File: config.mk
export PLATFORM = sky130hd
export DESIGN_NAME = tge_tx_packetizer_flat
export DESIGN_NICKNAME = d
export VERILOG_FILES = /design/src/rtl/tge_tx_packetizer_if.sv /design/src/rtl/tge_tx_packetizer.sv /design/src/flat_wrapper.sv
export SDC_FILE = /design/constraint.sdc
export NUM_CORES = 2
export LEC_CHECK = 0
export CORE_UTILIZATION = 30
export CTS_CLUSTER_SIZE = 40
export DETAILED_ROUTE_END_ITERATION = 8
export PLACE_DENSITY = 0.56
export SYNTH_ARGS = -nofsm -noshare
export SYNTH_HDL_FRONTEND = slang
export SYNTH_SLANG_ARGS = --single-unit
export TNS_END_PERCENT = 1
File: constraint.sdc
create_clock -name clk -period 8.7 [get_ports clk]
set_input_delay 1.74 -clock clk [delete_from_list [all_inputs] [get_ports clk]]
set_output_delay 1.74 -clock clk [all_outputs]
set_load 0.01 [all_outputs]
File: src/rtl/tge_tx_packetizer_if.sv
// Handshake/bus bundle between the sample source, the packetizer and the 10GbE core.
// The packetizer takes the slave side; the source/core side is the master.
interface tge_tx_packetizer_if;
  logic        enable;
  logic [31:0] dest_ip;
  logic [15:0] dest_port;
  logic        in_valid;
  logic [63:0] in_data;
  logic        tx_valid;
  logic        tx_end_of_frame;
  logic [63:0] tx_data;
  logic [31:0] tx_dest_ip;
  logic [15:0] tx_dest_port;
  logic        tx_afull;
  logic        tx_overflow;
  logic [31:0] pkt_count;
  logic [31:0] drop_count;
  logic        fifo_overflow;
  logic        core_overflow;

  modport master (
    output enable, dest_ip, dest_port, in_valid, in_data, tx_afull, tx_overflow,
    input  tx_valid, tx_end_of_frame, tx_data, tx_dest_ip, tx_dest_port,
    input  pkt_count, drop_count, fifo_overflow, core_overflow
  );

  modport slave (
    input  enable, dest_ip, dest_port, in_valid, in_data, tx_afull, tx_overflow,
    output tx_valid, tx_end_of_frame, tx_data, tx_dest_ip, tx_dest_port,
    output pkt_count, drop_count, fifo_overflow, core_overflow
  );
endinterface

File: src/rtl/tge_tx_packetizer.sv
// Packs a never-stalled 64-bit sample stream into fixed-length UDP frames for a 10GbE core,
// one header word {seq, PKT_ID} per frame; slots that cannot be sent are dropped whole.
module tge_tx_packetizer #(
  parameter int unsigned PAYLOAD_WORDS = 128,
  parameter int unsigned FIFO_DEPTH    = 16,
  parameter logic [15:0] PKT_ID        = 16'h0000
) (
  input logic                clk,
  input logic                rst,
  tge_tx_packetizer_if.slave bus
);

  localparam int unsigned AddrW = $clog2(FIFO_DEPTH);
  localparam int unsigned CntW  = AddrW + 1;
  localparam int unsigned WcW   = $clog2(PAYLOAD_WORDS) + 1;
  localparam logic [WcW-1:0]  WcLast  = WcW'(PAYLOAD_WORDS - 1);
  localparam logic [CntW-1:0] CntFull = CntW'(FIFO_DEPTH);

  typedef enum logic [1:0] {StIdle, StHeader, StData, StDrop} state_e;

  state_e           state_q;
  logic [WcW-1:0]   wc_q;
  logic [47:0]      seq_q;
  logic [AddrW-1:0] wr_ptr_q, rd_ptr_q;
  logic [CntW-1:0]  count_q;
  logic [63:0]      mem_q [FIFO_DEPTH];

  logic        tx_valid_q, tx_eof_q;
  logic [63:0] tx_data_q;
  logic [31:0] tx_dest_ip_q;
  logic [15:0] tx_dest_port_q;
  logic [31:0] pkt_count_q, drop_count_q;
  logic        fifo_ovf_q, core_ovf_q;

  logic fifo_empty, start_ok, slot_last, pop, push, lost;

  always_comb begin
    fifo_empty = (count_q == '0);
    start_ok   = bus.enable && !bus.tx_afull;
    slot_last  = (wc_q == WcLast);
    pop        = 1'b0;
    case (state_q)
      // A drop decision discards the first word at once so DROP keeps pace with the source.
      StIdle:                   pop = !fifo_empty && !start_ok;
      StHeader, StData, StDrop: pop = !fifo_empty;
      default:                  pop = 1'b0;
    endcase
    push = bus.in_valid && ((count_q != CntFull) || pop);
    lost = bus.in_valid && !push;
  end

  always_ff @(posedge clk or posedge rst) begin
    if (rst) begin
      wr_ptr_q <= '0;
      rd_ptr_q <= '0;
      count_q  <= '0;
    end else begin
      if (push) wr_ptr_q <= wr_ptr_q + 1'b1;
      if (pop)  rd_ptr_q <= rd_ptr_q + 1'b1;
      if (push && !pop)      count_q <= count_q + 1'b1;
      else if (pop && !push) count_q <= count_q - 1'b1;
    end
  end

  always_ff @(posedge clk) begin
    if (push) mem_q[wr_ptr_q] <= bus.in_data;
  end

  always_ff @(posedge clk or posedge rst) begin
    if (rst) begin
      state_q        <= StIdle;
      wc_q           <= '0;
      seq_q          <= '0;
      tx_valid_q     <= 1'b0;
      tx_eof_q       <= 1'b0;
      tx_data_q      <= '0;
      tx_dest_ip_q   <= '0;
      tx_dest_port_q <= '0;
      pkt_count_q    <= '0;
      drop_count_q   <= '0;
      fifo_ovf_q     <= 1'b0;
      core_ovf_q     <= 1'b0;
    end else begin
      tx_valid_q <= 1'b0;
      tx_eof_q   <= 1'b0;
      if (lost)            fifo_ovf_q <= 1'b1;
      if (bus.tx_overflow) core_ovf_q <= 1'b1;
      case (state_q)
        StIdle: begin
          if (!fifo_empty) begin
            seq_q <= seq_q + 48'd1;
            if (start_ok) begin
              tx_valid_q     <= 1'b1;
              tx_data_q      <= {seq_q, PKT_ID};
              tx_dest_ip_q   <= bus.dest_ip;
              tx_dest_port_q <= bus.dest_port;
              wc_q           <= '0;
              state_q        <= StHeader;
            end else if (slot_last) begin
              drop_count_q <= drop_count_q + 32'd1;
            end else begin
              wc_q    <= WcW'(1);
              state_q <= StDrop;
            end
          end
        end
        // HEADER already pops the first payload word so the frame leaves without a gap.
        StHeader, StData: begin
          if (!fifo_empty) begin
            tx_valid_q <= 1'b1;
            tx_data_q  <= mem_q[rd_ptr_q];
            if (slot_last) begin
              tx_eof_q    <= 1'b1;
              pkt_count_q <= pkt_count_q + 32'd1;
              wc_q        <= '0;
              state_q     <= StIdle;
            end else begin
              wc_q    <= wc_q + 1'b1;
              state_q <= StData;
            end
          end else begin
            state_q <= StData;
          end
        end
        StDrop: begin
          if (!fifo_empty) begin
            if (slot_last) begin
              drop_count_q <= drop_count_q + 32'd1;
              wc_q         <= '0;
              state_q      <= StIdle;
            end else begin
              wc_q <= wc_q + 1'b1;
            end
          end
        end
        default: state_q <= StIdle;
      endcase
    end
  end

  assign bus.tx_valid        = tx_valid_q;
  assign bus.tx_end_of_frame = tx_eof_q;
  assign bus.tx_data         = tx_data_q;
  assign bus.tx_dest_ip      = tx_dest_ip_q;
  assign bus.tx_dest_port    = tx_dest_port_q;
  assign bus.pkt_count       = pkt_count_q;
  assign bus.drop_count      = drop_count_q;
  assign bus.fifo_overflow   = fifo_ovf_q;
  assign bus.core_overflow   = core_ovf_q;

endmodule

File: src/flat_wrapper.sv
// flat-port wrapper written by rule: the top's interface ports become plain ports
module tge_tx_packetizer_flat 
#(
  parameter int unsigned PAYLOAD_WORDS = 128,
  parameter int unsigned FIFO_DEPTH    = 16,
  parameter logic [15:0] PKT_ID        = 16'h0000
)
  (clk, rst, bus_enable, bus_dest_ip, bus_dest_port, bus_in_valid, bus_in_data, bus_tx_afull, bus_tx_overflow, bus_tx_valid, bus_tx_end_of_frame, bus_tx_data, bus_tx_dest_ip, bus_tx_dest_port, bus_pkt_count, bus_drop_count, bus_fifo_overflow, bus_core_overflow);
  tge_tx_packetizer_if bus_i ();
  input logic clk;
  input logic rst;
  input wire logic [$bits(bus_i.enable)-1:0] bus_enable;
  input wire logic [$bits(bus_i.dest_ip)-1:0] bus_dest_ip;
  input wire logic [$bits(bus_i.dest_port)-1:0] bus_dest_port;
  input wire logic [$bits(bus_i.in_valid)-1:0] bus_in_valid;
  input wire logic [$bits(bus_i.in_data)-1:0] bus_in_data;
  input wire logic [$bits(bus_i.tx_afull)-1:0] bus_tx_afull;
  input wire logic [$bits(bus_i.tx_overflow)-1:0] bus_tx_overflow;
  output wire logic [$bits(bus_i.tx_valid)-1:0] bus_tx_valid;
  output wire logic [$bits(bus_i.tx_end_of_frame)-1:0] bus_tx_end_of_frame;
  output wire logic [$bits(bus_i.tx_data)-1:0] bus_tx_data;
  output wire logic [$bits(bus_i.tx_dest_ip)-1:0] bus_tx_dest_ip;
  output wire logic [$bits(bus_i.tx_dest_port)-1:0] bus_tx_dest_port;
  output wire logic [$bits(bus_i.pkt_count)-1:0] bus_pkt_count;
  output wire logic [$bits(bus_i.drop_count)-1:0] bus_drop_count;
  output wire logic [$bits(bus_i.fifo_overflow)-1:0] bus_fifo_overflow;
  output wire logic [$bits(bus_i.core_overflow)-1:0] bus_core_overflow;
  assign bus_i.enable = bus_enable;
  assign bus_i.dest_ip = bus_dest_ip;
  assign bus_i.dest_port = bus_dest_port;
  assign bus_i.in_valid = bus_in_valid;
  assign bus_i.in_data = bus_in_data;
  assign bus_i.tx_afull = bus_tx_afull;
  assign bus_i.tx_overflow = bus_tx_overflow;
  assign bus_tx_valid = bus_i.tx_valid;
  assign bus_tx_end_of_frame = bus_i.tx_end_of_frame;
  assign bus_tx_data = bus_i.tx_data;
  assign bus_tx_dest_ip = bus_i.tx_dest_ip;
  assign bus_tx_dest_port = bus_i.tx_dest_port;
  assign bus_pkt_count = bus_i.pkt_count;
  assign bus_drop_count = bus_i.drop_count;
  assign bus_fifo_overflow = bus_i.fifo_overflow;
  assign bus_core_overflow = bus_i.core_overflow;
  tge_tx_packetizer #(.PAYLOAD_WORDS(PAYLOAD_WORDS), .FIFO_DEPTH(FIFO_DEPTH), .PKT_ID(PKT_ID)) u_core (.clk(clk), .rst(rst), .bus(bus_i));
endmodule
==> out/metrics.yaml <==
yosys:
  yosys_warnings: 0
  yosysSeqAreaShare: 0.7527
  netlist_area_um2: 49190
  synth_fp_nets: 2687
  ys_ff_latch: 1275
  syn_inst: 2552
  synthFlopType: "edfxtp_1"
  synthDistinctLibCells: 60
  synth-async-reset-ratio: 0.1969
  avgSynthCellArea_um2: 19.28
  synth-edff-count: 1024
timing:
  max_slew_margin: 0.2406
  finalHoldViolations: 0
  skew_ns: 0.04563
  slew_violations: 0
  tns_ns: 0
  max_freq_mhz: 221.8
  timing.final.crit_share: 0.5182
  rsz0062_at_grt: "false"
  layout_setup_ws_ns: 4.191
  finalSetupViolations: 0
  period_minus_slack_ns: 4.509
  worst_pin_slew_ns: 1.135
critical_path:
  rrSetupSlack_ns: 4.95
  crit_top_cell: "buf_4"
  startpoint_type: "primary input"
  cp_data_arrival_time_ns: 4.90
  required_ns: 9.09
  worstSetupPathType: "in -> reg"
  timing.rr.end: "u_core.mem_q[11][37]"
  r2r_cells: 8
  cp-end-kind: "flop"
  r2r-start: "u_core.state_q[0]"
  max_stage_delay_ns: 0.96
  path_max_fanout: 35
  path_cells: "clkdlybuf4s50_1 -> nor2b_1 -> nand2_1 -> o31a_1 -> buf_4 -> nand3b_1 -> nor2_4 -> buf_4"
  cp_slowest_cell: "nor2_4"
route:
  wirelength_met1_mm: 53.53
  drt_wl_total_mm: 121.8
  drtIter0Drc: 2143
  wl_met3_mm: 7.160
  postRouteAntennaNets: 0
  via_per_inst: 4.820
  drt-pass1-iter-count: 5
  vias: 25050
  avgRoutedWirePerCell_um: 23.43
  drcViolationCount: 0
  topRoutingLayerUsed: "met5"
  wl_met2_mm: 58.84
clocking:
  cts.path.max_buffers: 3
  postCtsHoldBufs: 0
  cts_tree: "yes"
  cts_setup_buffers: 0
  cts-buffers-inserted: 140
  clkTransAtPathRegs_ns: 0.06
  numClockSinks: 1275
  cts_resized: 0
  clkLatencyLatePin_ns: 0.79
  htreeDepth: 4
  cts-root-buf: "clkbuf_16"
floorplan:
  num_rows: 148
  die_w_um: 406.9
  core_area_um2: 162800
  die_area_um2: 165600
  fp.dieH_um: 406.9
  start_util: 0.3022
  ioPinCount: 298
placement:
  place_hpwl_mm: 73.54
  dp.cells: 4939
  numPortBuffers: 297
  place_ws_ns: 3.337
  gp_congestion: 0.7284
finish:
  final_nets: 3041
  finalNonFillerCells: 5197
  final_cell_mix: "edfxtp_1, clkdlybuf4s50_1, mux4_2, dfrtp_1, a21oi_1"
  fillCellCount: 14950
  multiInputGateArea_um2: 11590
  drive_above_1_share: 0.1945
  area_growth_pct: 20.74
  regArea_um2: 37040
  mostFrequentLayoutCell: "edfxtp_1"
global_routing:
  antenna_found_initial: 12
  grt_pass1_vias: 25850
  grt.overflow.total: 0
  grt_use_total: 0.1469
  grt_pass1_wl_mm: 178.2
  grt_max_degree: 140
min_path:
  hold_depth: 1
  min_to: "u_core.bus.core_overflow"
  hold_path.class: "reg -> reg"
  worstHoldStart: "u_core.bus.core_overflow"
run_status:
  outcome: "finished clean"
power:
  p_leak_nw: 19.85
  cellPowerDensity_nw_per_um2: 321.9
  peakVddDrop_mv: 0.2175
run:
  max_cap_viol_count: 0
## report_power, final
group / switching, mW / total (mW) / internal, mW / leakage, nW
logic: 3.10 / 5.47 / 2.37 / 5.15
clock network: 2.52 / 5.85 / 3.33 / 2.20
registers: 0.388 / 7.80 / 7.41 / 12.5
total: 6.00 / 19.1 / 13.1 / 19.9
## critical path, delay by kind of cell
family	cells	cell delay, ns
AND/OR/NAND/NOR	4	1.63
AO/OA/AOI/OAI	1	0.14
buffers and inverters	3	1.33
## state kept, by name, indices dropped and copies added, names as in the netlist, 2 cells and up
signal / count
u_core.wc_q: 8
u_core.bus.tx_data: 64
u_core.state_q: 2
u_core.bus.pkt_count: 32
u_core.mem_q: 1024
u_core.bus.tx_dest_ip: 32
u_core.bus.drop_count: 32
u_core.wr_ptr_q: 4
u_core.rd_ptr_q: 4
u_core.bus.tx_dest_port: 16
u_core.count_q: 5
u_core.seq_q: 48
## metal layers
layer / up-vias / GRT usage
met4: 4 / 0.03885
met2: 754 / 0.2382
met5: - / 0
met3: 152 / 0.03137
li1: 10990 / -
met1: 13150 / 0.1993
## stage by stage
stage / power [mW] / instance area [um2] / utilization / hold slack (ns)
floorplan: 11.30 / 49190 / - / 0.4419
global placement: 13.51 / 54810 / 0.3367 / 0.4501
detailed placement: 13.53 / 54810 / 0.3367 / 0.4544
CTS: 19.44 / 59390 / 0.3648 / 0.4676
global route: 20.06 / 59390 / 0.3649 / 0.4927
finish: 19.12 / 59400 / 0.3649 / 0.4631
## Yosys cell counts, drive strengths merged (2+ instances only)
master	count	share of area
and3	10	0.0014
a221oi	17	0.0032
nor4	14	0.0025
nor2b	6	0.00076
o31a	3	0.00053
clkbuf	67	0.0051
edfxtp	1024	0.63
a22oi	98	0.015
mux4	256	0.12
ha	16	0.0041
mux2	53	0.012
and2	13	0.0017
or2	3	0.00038
nand2	86	0.0067
nor2	91	0.0070
a21oi	148	0.015
and4	9	0.0016
o21a	2	0.00033
a21o	2	0.00031
nand3	35	0.0036
nand2b	5	0.00064
buf	60	0.0063
xor2	52	0.0093
o21ai	26	0.0026
inv	30	0.0023
dfrtp	251	0.13
a22o	17	0.0030
xnor2	68	0.012
nor3	31	0.0033
nand3b	2	0.00031
nor3b	5	0.00076
nand4	37	0.0050
## kinds of logic (layout without fill, tap and decap cells)
kind of cell / count (synthesis) / in the layout / share of synthesized area
compound gates: 323 / 323 / 0.04230
xor+xnor: 120 / 120 / 0.02136
fa+ha+maj: 17 / 17 / 0.004476
buf+inv: 157 / 623 / 0.01373
flops: 1275 / 1275 / 0.7527
mux: 309 / 309 / 0.1293
other cells: 0 / 4 / 0
simple gates: 351 / 351 / 0.03607
## final cells by class
| cell class | count | share of cell area |
|---|---|---|
| clock buffers | 190 | 0.06332 |
| clock inverters | 64 | 0.01367 |
| repair buffers | 339 | 0.05620 |
| well taps | 2175 | 0.04582 |
| flip-flops and latches | 1275 | 0.6236 |
| multi-input cells | 1120 | 0.1952 |
| inverters | 30 | 0.002064 |
| diodes | 4 | 0.0001685 |
## worst max-delay path by stage
| stage | slack, ns | endpoint | cells after the start | from |
|---|---|---|---|---|
| final | 4.19 | u_core.mem_q[11][37] | 8 | bus_enable |
| after global routing | 4.02 | u_core.mem_q[11][38] | 8 | bus_enable |
| after CTS | 4.16 | u_core.mem_q[11][37] | 8 | bus_enable |
| after detailed placement | 3.34 | u_core.mem_q[11][7] | 8 | bus_enable |
| after global placement | 3.37 | u_core.mem_q[10][4] | 8 | bus_enable |
| after floorplan | 0.06 | u_core.bus.core_overflow | 1 | rst |
(Power assumes the default switching activity.)
